File: config.mk
export PLATFORM = sky130hd
export DESIGN_NAME = instr_mem_pipe_flat
export DESIGN_NICKNAME = d
export VERILOG_FILES = /design/src/rtl/instr_mem_pipe_if.sv /design/src/rtl/instr_mem_pipe.sv /design/src/flat_wrapper.sv
export SDC_FILE = /design/constraint.sdc
export NUM_CORES = 2
export LEC_CHECK = 0
export CAP_MARGIN = 20
export CORE_MARGIN = 3
export CORE_UTILIZATION = 25
export DETAILED_ROUTE_END_ITERATION = 10
export PLACE_DENSITY = 0.45
export SLEW_MARGIN = 20
export SYNTH_ARGS = -nofsm -noshare
export SYNTH_HDL_FRONTEND = slang
export SYNTH_SLANG_ARGS = --single-unit
File: constraint.sdc
create_clock -name CLK -period 4.9 [get_ports CLK]
set_clock_uncertainty 0.05 [all_clocks]
set_input_delay 0.98 -clock CLK [delete_from_list [all_inputs] [get_ports CLK]]
set_output_delay 0.98 -clock CLK [all_outputs]
set_load 0.005 [all_outputs]
File: src/rtl/instr_mem_pipe_if.sv
// instr_mem_pipe_if: fetch request/response and program-load signals for instr_mem_pipe
interface instr_mem_pipe_if #(parameter int AW = 6);
  logic          ReqValid;
  logic          ReqReady;
  logic [63:0]   Address;
  logic          RspValid;
  logic [31:0]   Data;
  logic          Fault;
  logic          LoadEn;
  logic [AW-1:0] LoadAddr;
  logic [31:0]   LoadData;
  modport master (
    output ReqValid, Address, LoadEn, LoadAddr, LoadData,
    input  ReqReady, RspValid, Data, Fault
  );
  modport slave (
    input  ReqValid, Address, LoadEn, LoadAddr, LoadData,
    output ReqReady, RspValid, Data, Fault
  );
endinterface

File: src/rtl/instr_mem_pipe.sv
// instr_mem_pipe: loadable instruction memory with a fixed-latency, fully pipelined fetch port
module instr_mem_pipe #(
  parameter int DEPTH   = 64,
  parameter int LATENCY = 2,
  parameter int AW      = $clog2(DEPTH)
) (
  input logic CLK,
  input logic Reset,
  instr_mem_pipe_if.slave bus
);
  logic [31:0] mem [DEPTH] = '{default: '0};
  logic acc;
  logic bad;
  logic [AW-1:0] idx;
  logic [LATENCY-1:0] v;
  logic [LATENCY-1:0] f;
  logic [31:0] d [LATENCY];
  assign bus.ReqReady = !Reset && !bus.LoadEn;
  assign acc = bus.ReqValid && bus.ReqReady;
  assign bad = (|bus.Address[1:0]) || (bus.Address >= 64'(4 * DEPTH));
  assign idx = bus.Address[AW+1:2];
  always_ff @(posedge CLK)
    if (!Reset && bus.LoadEn) mem[bus.LoadAddr] <= bus.LoadData;
  // only valid bits are reset; payload is gated by valid at the output
  always_ff @(posedge CLK) begin
    if (Reset) v <= '0;
    else begin
      v[0] <= acc;
      for (int i = 1; i < LATENCY; i++) v[i] <= v[i-1];
    end
  end
  always_ff @(posedge CLK) begin
    d[0] <= bad ? 32'h0 : mem[idx];
    f[0] <= bad;
    for (int i = 1; i < LATENCY; i++) begin
      d[i] <= d[i-1];
      f[i] <= f[i-1];
    end
  end
  assign bus.RspValid = v[LATENCY-1];
  assign bus.Data     = v[LATENCY-1] ? d[LATENCY-1] : 32'h0;
  assign bus.Fault    = v[LATENCY-1] && f[LATENCY-1];
endmodule
File: src/flat_wrapper.sv
// flat-port wrapper written by rule: the top's interface ports become plain ports
module instr_mem_pipe_flat 
#(
  parameter int DEPTH   = 64,
  parameter int LATENCY = 2,
  parameter int AW      = $clog2(DEPTH)
)
  (CLK, Reset, bus_ReqValid, bus_Address, bus_LoadEn, bus_LoadAddr, bus_LoadData, bus_ReqReady, bus_RspValid, bus_Data, bus_Fault);
  instr_mem_pipe_if #(.AW(AW)) bus_i ();
  input logic CLK;
  input logic Reset;
  input wire logic [$bits(bus_i.ReqValid)-1:0] bus_ReqValid;
  input wire logic [$bits(bus_i.Address)-1:0] bus_Address;
  input wire logic [$bits(bus_i.LoadEn)-1:0] bus_LoadEn;
  input wire logic [$bits(bus_i.LoadAddr)-1:0] bus_LoadAddr;
  input wire logic [$bits(bus_i.LoadData)-1:0] bus_LoadData;
  output wire logic [$bits(bus_i.ReqReady)-1:0] bus_ReqReady;
  output wire logic [$bits(bus_i.RspValid)-1:0] bus_RspValid;
  output wire logic [$bits(bus_i.Data)-1:0] bus_Data;
  output wire logic [$bits(bus_i.Fault)-1:0] bus_Fault;
  assign bus_i.ReqValid = bus_ReqValid;
  assign bus_i.Address = bus_Address;
  assign bus_i.LoadEn = bus_LoadEn;
  assign bus_i.LoadAddr = bus_LoadAddr;
  assign bus_i.LoadData = bus_LoadData;
  assign bus_ReqReady = bus_i.ReqReady;
  assign bus_RspValid = bus_i.RspValid;
  assign bus_Data = bus_i.Data;
  assign bus_Fault = bus_i.Fault;
  instr_mem_pipe #(.DEPTH(DEPTH), .LATENCY(LATENCY), .AW(AW)) u_core (.CLK(CLK), .Reset(Reset), .bus(bus_i));
endmodule
==> metrics.md <==
| Metric | Value |
|---|---|
| Outcome | finished clean |
| Avg Synthesized Cell Area | 22.0 um2 |
| Clock insertion delay at the later pin of the skew report | 850 ps |
| Fmax | 0.267 GHz |
| Hold buffers post-CTS | 0 |
| Crit path cell chain | buf_4, and2_1, clkdlybuf4s50_1 |
| Net Count, Synth | 3764 |
| Part of the Yosys area used for sequential elements | 0.779 |
| Summed negative setup slack over all endpoints | 0 ps |
| Floorplan core area | 0.320 mm2 |
| Arrival time of the worst setup path | 2720 ps |
| MaxCap Viol Count | 0 |
| Nets | 4124 |
| Chip Height | 574 um |
| Global-route usage over all layers | 0.144 |
| Critical path class | flop to output port |
| Routed Wire Length | 242000 um |
| Share of flip-flops with an asynchronous set or reset | 0 |
| Crit path launch type | flop |
| Number of antenna violations at the first check in global routing | 29 |
| Synth-to-Final Area Change | 19.4% |
| First DRT Iteration DRCs | 3825 |
| Number of routed nets with antenna violations | 0 |
| Pleak | 29.8 nW |
| Final routed DRC violation total | 0 |
| Max-slew violation total from the final report | 0 |
| Final hold violation count | 0 |
| Clock Root Buffer | sky130_fd_sc_hd__clkbuf_16 |
| Capturing element type of the critical path | output port |
| Sequential cell area | 0.0629 mm2 |
| Clock transition at the registers of the reported paths | 70 ps |
| Global-route wire length before repair | 335000 um |
| Number of warnings reported in the yosys synthesis log | 0 |
| Endpoints failing setup | 0 |
| PnR Total Power | 38.7 mW |
| Number of placement rows | 207 |
| Full die area | 0.329 mm2 |
| Layout cells sized above 1 | 0.257 |
| Post-synthesis cell count | 3658 |
| GR Overflow Total | 0 |
| Remaining max-slew budget at the tightest pin | 0.205 |
| Clock sinks | 2116 |
| Port Buffers | 140 |
| RSZ-0062 raised after global routing | false |
| Via count of the first global-routing pass | 40700 |
| Slew of the pin with the lowest slew margin | 1190 ps |
| TritonCTS Buffers | 227 |
| Number of flops mapped to enable cells by yosys | 2048 |
| Peak ir drop on the vdd network | 0.000289 V |
| Final routed wire length divided by cell count | 28.4 um |
| Post CTS Setup Buffer Count | 0 |
| H-tree levels | 4 |
| Cell Area, Synth | 0.0806 mm2 |
| Slowest library cell on the worst path | sky130_fd_sc_hd__dfxtp_2 |
| Flip-flop and latch count after synthesis | 2116 |
| Horizontal die dimension | 574 um |
| Initial Util | 0.252 |
| Via density per instance | 4.62 |
| Pwr per Cell Area | 402 mW/mm2 |
| Via Count | 39300 |
| Bufs on Longest Clock Path | 3 |
| Multi-input gate area | 0.0170 mm2 |
| Total half-perimeter wirelength after legalization and detailed placement | 130000 um |
| Routability cong. | 0.730 |
| Resized Gates After CTS | 0 |
| Filler cell count | 31000 |
| Pin count of the biggest net entering global routing | 66 |
| Type of the worst min-delay path | flop to flop |
| Shortest period the worst path allows | 3750 ps |
| Drt first pass iters | 5 |
| Period utilization | 0.766 |
| TritonCTS clock tree | done |
| Worst Path Max Fanout | 22 |
| Flip-flop cell with the highest count after synthesis | sky130_fd_sc_hd__edfxtp_1 |
| Critical path's largest stage delay | 640 ps |
| WP data required | 3870 ps |
| I/O Pins | 141 |
| Distinct cell type count of the synthesized netlist | 55 |
## per-layer routing
metal / GRT usage / part of all wire / up-vias
li1: - / - / 16300
met1: 0.192 / 0.42 / 21600
met4: 0.0329 / 0.020 / 6
met3: 0.0215 / 0.053 / 307
met2: 0.246 / 0.50 / 1107
met5: 0 / 0.00017 / -
## cell usage after synthesis (16+ instances only)
| master | n | area share |
|---|---|---|
| sky130_fd_sc_hd__a21oi_1 | 29 | 0.0018 |
| sky130_fd_sc_hd__and2_1 | 38 | 0.0029 |
| sky130_fd_sc_hd__buf_1 | 18 | 0.00084 |
| sky130_fd_sc_hd__buf_2 | 48 | 0.0030 |
| sky130_fd_sc_hd__buf_4 | 32 | 0.0030 |
| sky130_fd_sc_hd__buf_6 | 16 | 0.0022 |
| sky130_fd_sc_hd__clkbuf_1 | 81 | 0.0038 |
| sky130_fd_sc_hd__dfxtp_1 | 68 | 0.017 |
| sky130_fd_sc_hd__edfxtp_1 | 2048 | 0.76 |
| sky130_fd_sc_hd__mux2i_1 | 278 | 0.035 |
| sky130_fd_sc_hd__mux4_2 | 433 | 0.12 |
| sky130_fd_sc_hd__nand2_1 | 46 | 0.0021 |
| sky130_fd_sc_hd__nand3_1 | 38 | 0.0024 |
| sky130_fd_sc_hd__nor2_1 | 103 | 0.0048 |
| sky130_fd_sc_hd__o211ai_1 | 25 | 0.0023 |
| sky130_fd_sc_hd__o21ai_0 | 17 | 0.0011 |
| sky130_fd_sc_hd__o221ai_1 | 113 | 0.012 |
| sky130_fd_sc_hd__o22ai_1 | 71 | 0.0055 |
## cell families (layout without fill, tap and decap cells)
logic type,count (synthesis),in the layout,synth area share
other,0,17,0
DFF,2116,2116,0.779
AOI/OAI and AO/OA,333,333,0.0314
muxes,712,712,0.156
buffers and inverters,211,764,0.0157
and+or+nand+nor,286,286,0.0177
## through the flow
step | hold slack, ps | cell area (um2) | util | setup WS (ps) | instances
global route | 292 | 96300 | 0.301 | 982 | 8509
CTS | 286 | 96200 | 0.301 | 930 | 8495
floorplan | 260 | 80600 | - | 1270 | 3658
finish | 286 | 96300 | 0.301 | 1150 | 8512
global placement | 268 | 88800 | 0.278 | 551 | 8071
detailed placement | 272 | 88900 | 0.278 | 474 | 8073
## sequential cells by signal, indices dropped and copies added, names as in the netlist
signal	count
u_core.d	64
u_core.f	2
u_core.mem	2048
u_core.v	2
## worst max-delay path: cells and delay by family (launching register included)
kind	cells	cell delay, ps
flops	1	640
buf+inv	2	930
simple gates	1	250
## layout make-up
type,count,share of cell area
clock inverters,111,0.0117
multi-input cells,1331,0.177
flip-flops and latches,2116,0.653
diodes,17,0.000442
clock buffers,311,0.0648
inverters,3,0.000143
well taps,4284,0.0557
repair buffers,339,0.0380
## cell usage in the layout (no fill, tap or decap), types with 64 or more instances in the layout
cell and instances:
sky130_fd_sc_hd__dfxtp_1 67, sky130_fd_sc_hd__clkdlybuf4s50_1 103, sky130_fd_sc_hd__edfxtp_1 2048, sky130_fd_sc_hd__o22ai_1 71, sky130_fd_sc_hd__buf_4 144, sky130_fd_sc_hd__mux4_2 433, sky130_fd_sc_hd__o221ai_1 113, sky130_fd_sc_hd__buf_12 70
sky130_fd_sc_hd__nor2_4 64, sky130_fd_sc_hd__clkbuf_16 230, sky130_fd_sc_hd__mux2i_1 278
## final timing paths
path,startpoint,to,slack [ps],cells after the start
worst min-delay path,u_core.d[0][19]$_SDFF_PP0_,u_core.d[0][51]$_DFF_P_,290,0
worst max-delay path,u_core.v[1]$_SDFF_PP0_,bus_Data[13],1150,3
worst max register to register,u_core.mem[15][30]$_DFFE_PP_,u_core.d[0][30]$_SDFF_PP0_,2380,5
worst min register to register,u_core.d[0][19]$_SDFF_PP0_,u_core.d[0][51]$_DFF_P_,290,0
## where the power goes
group | switching (mW) | internal, mW | total, mW
Sequential | 0.0156 | 19.9 | 19.9
Clock | 7.04 | 9.91 | 16.9
Combinational | 1.15 | 0.680 | 1.83
Note: power is estimated with default switching activity, not from simulation.
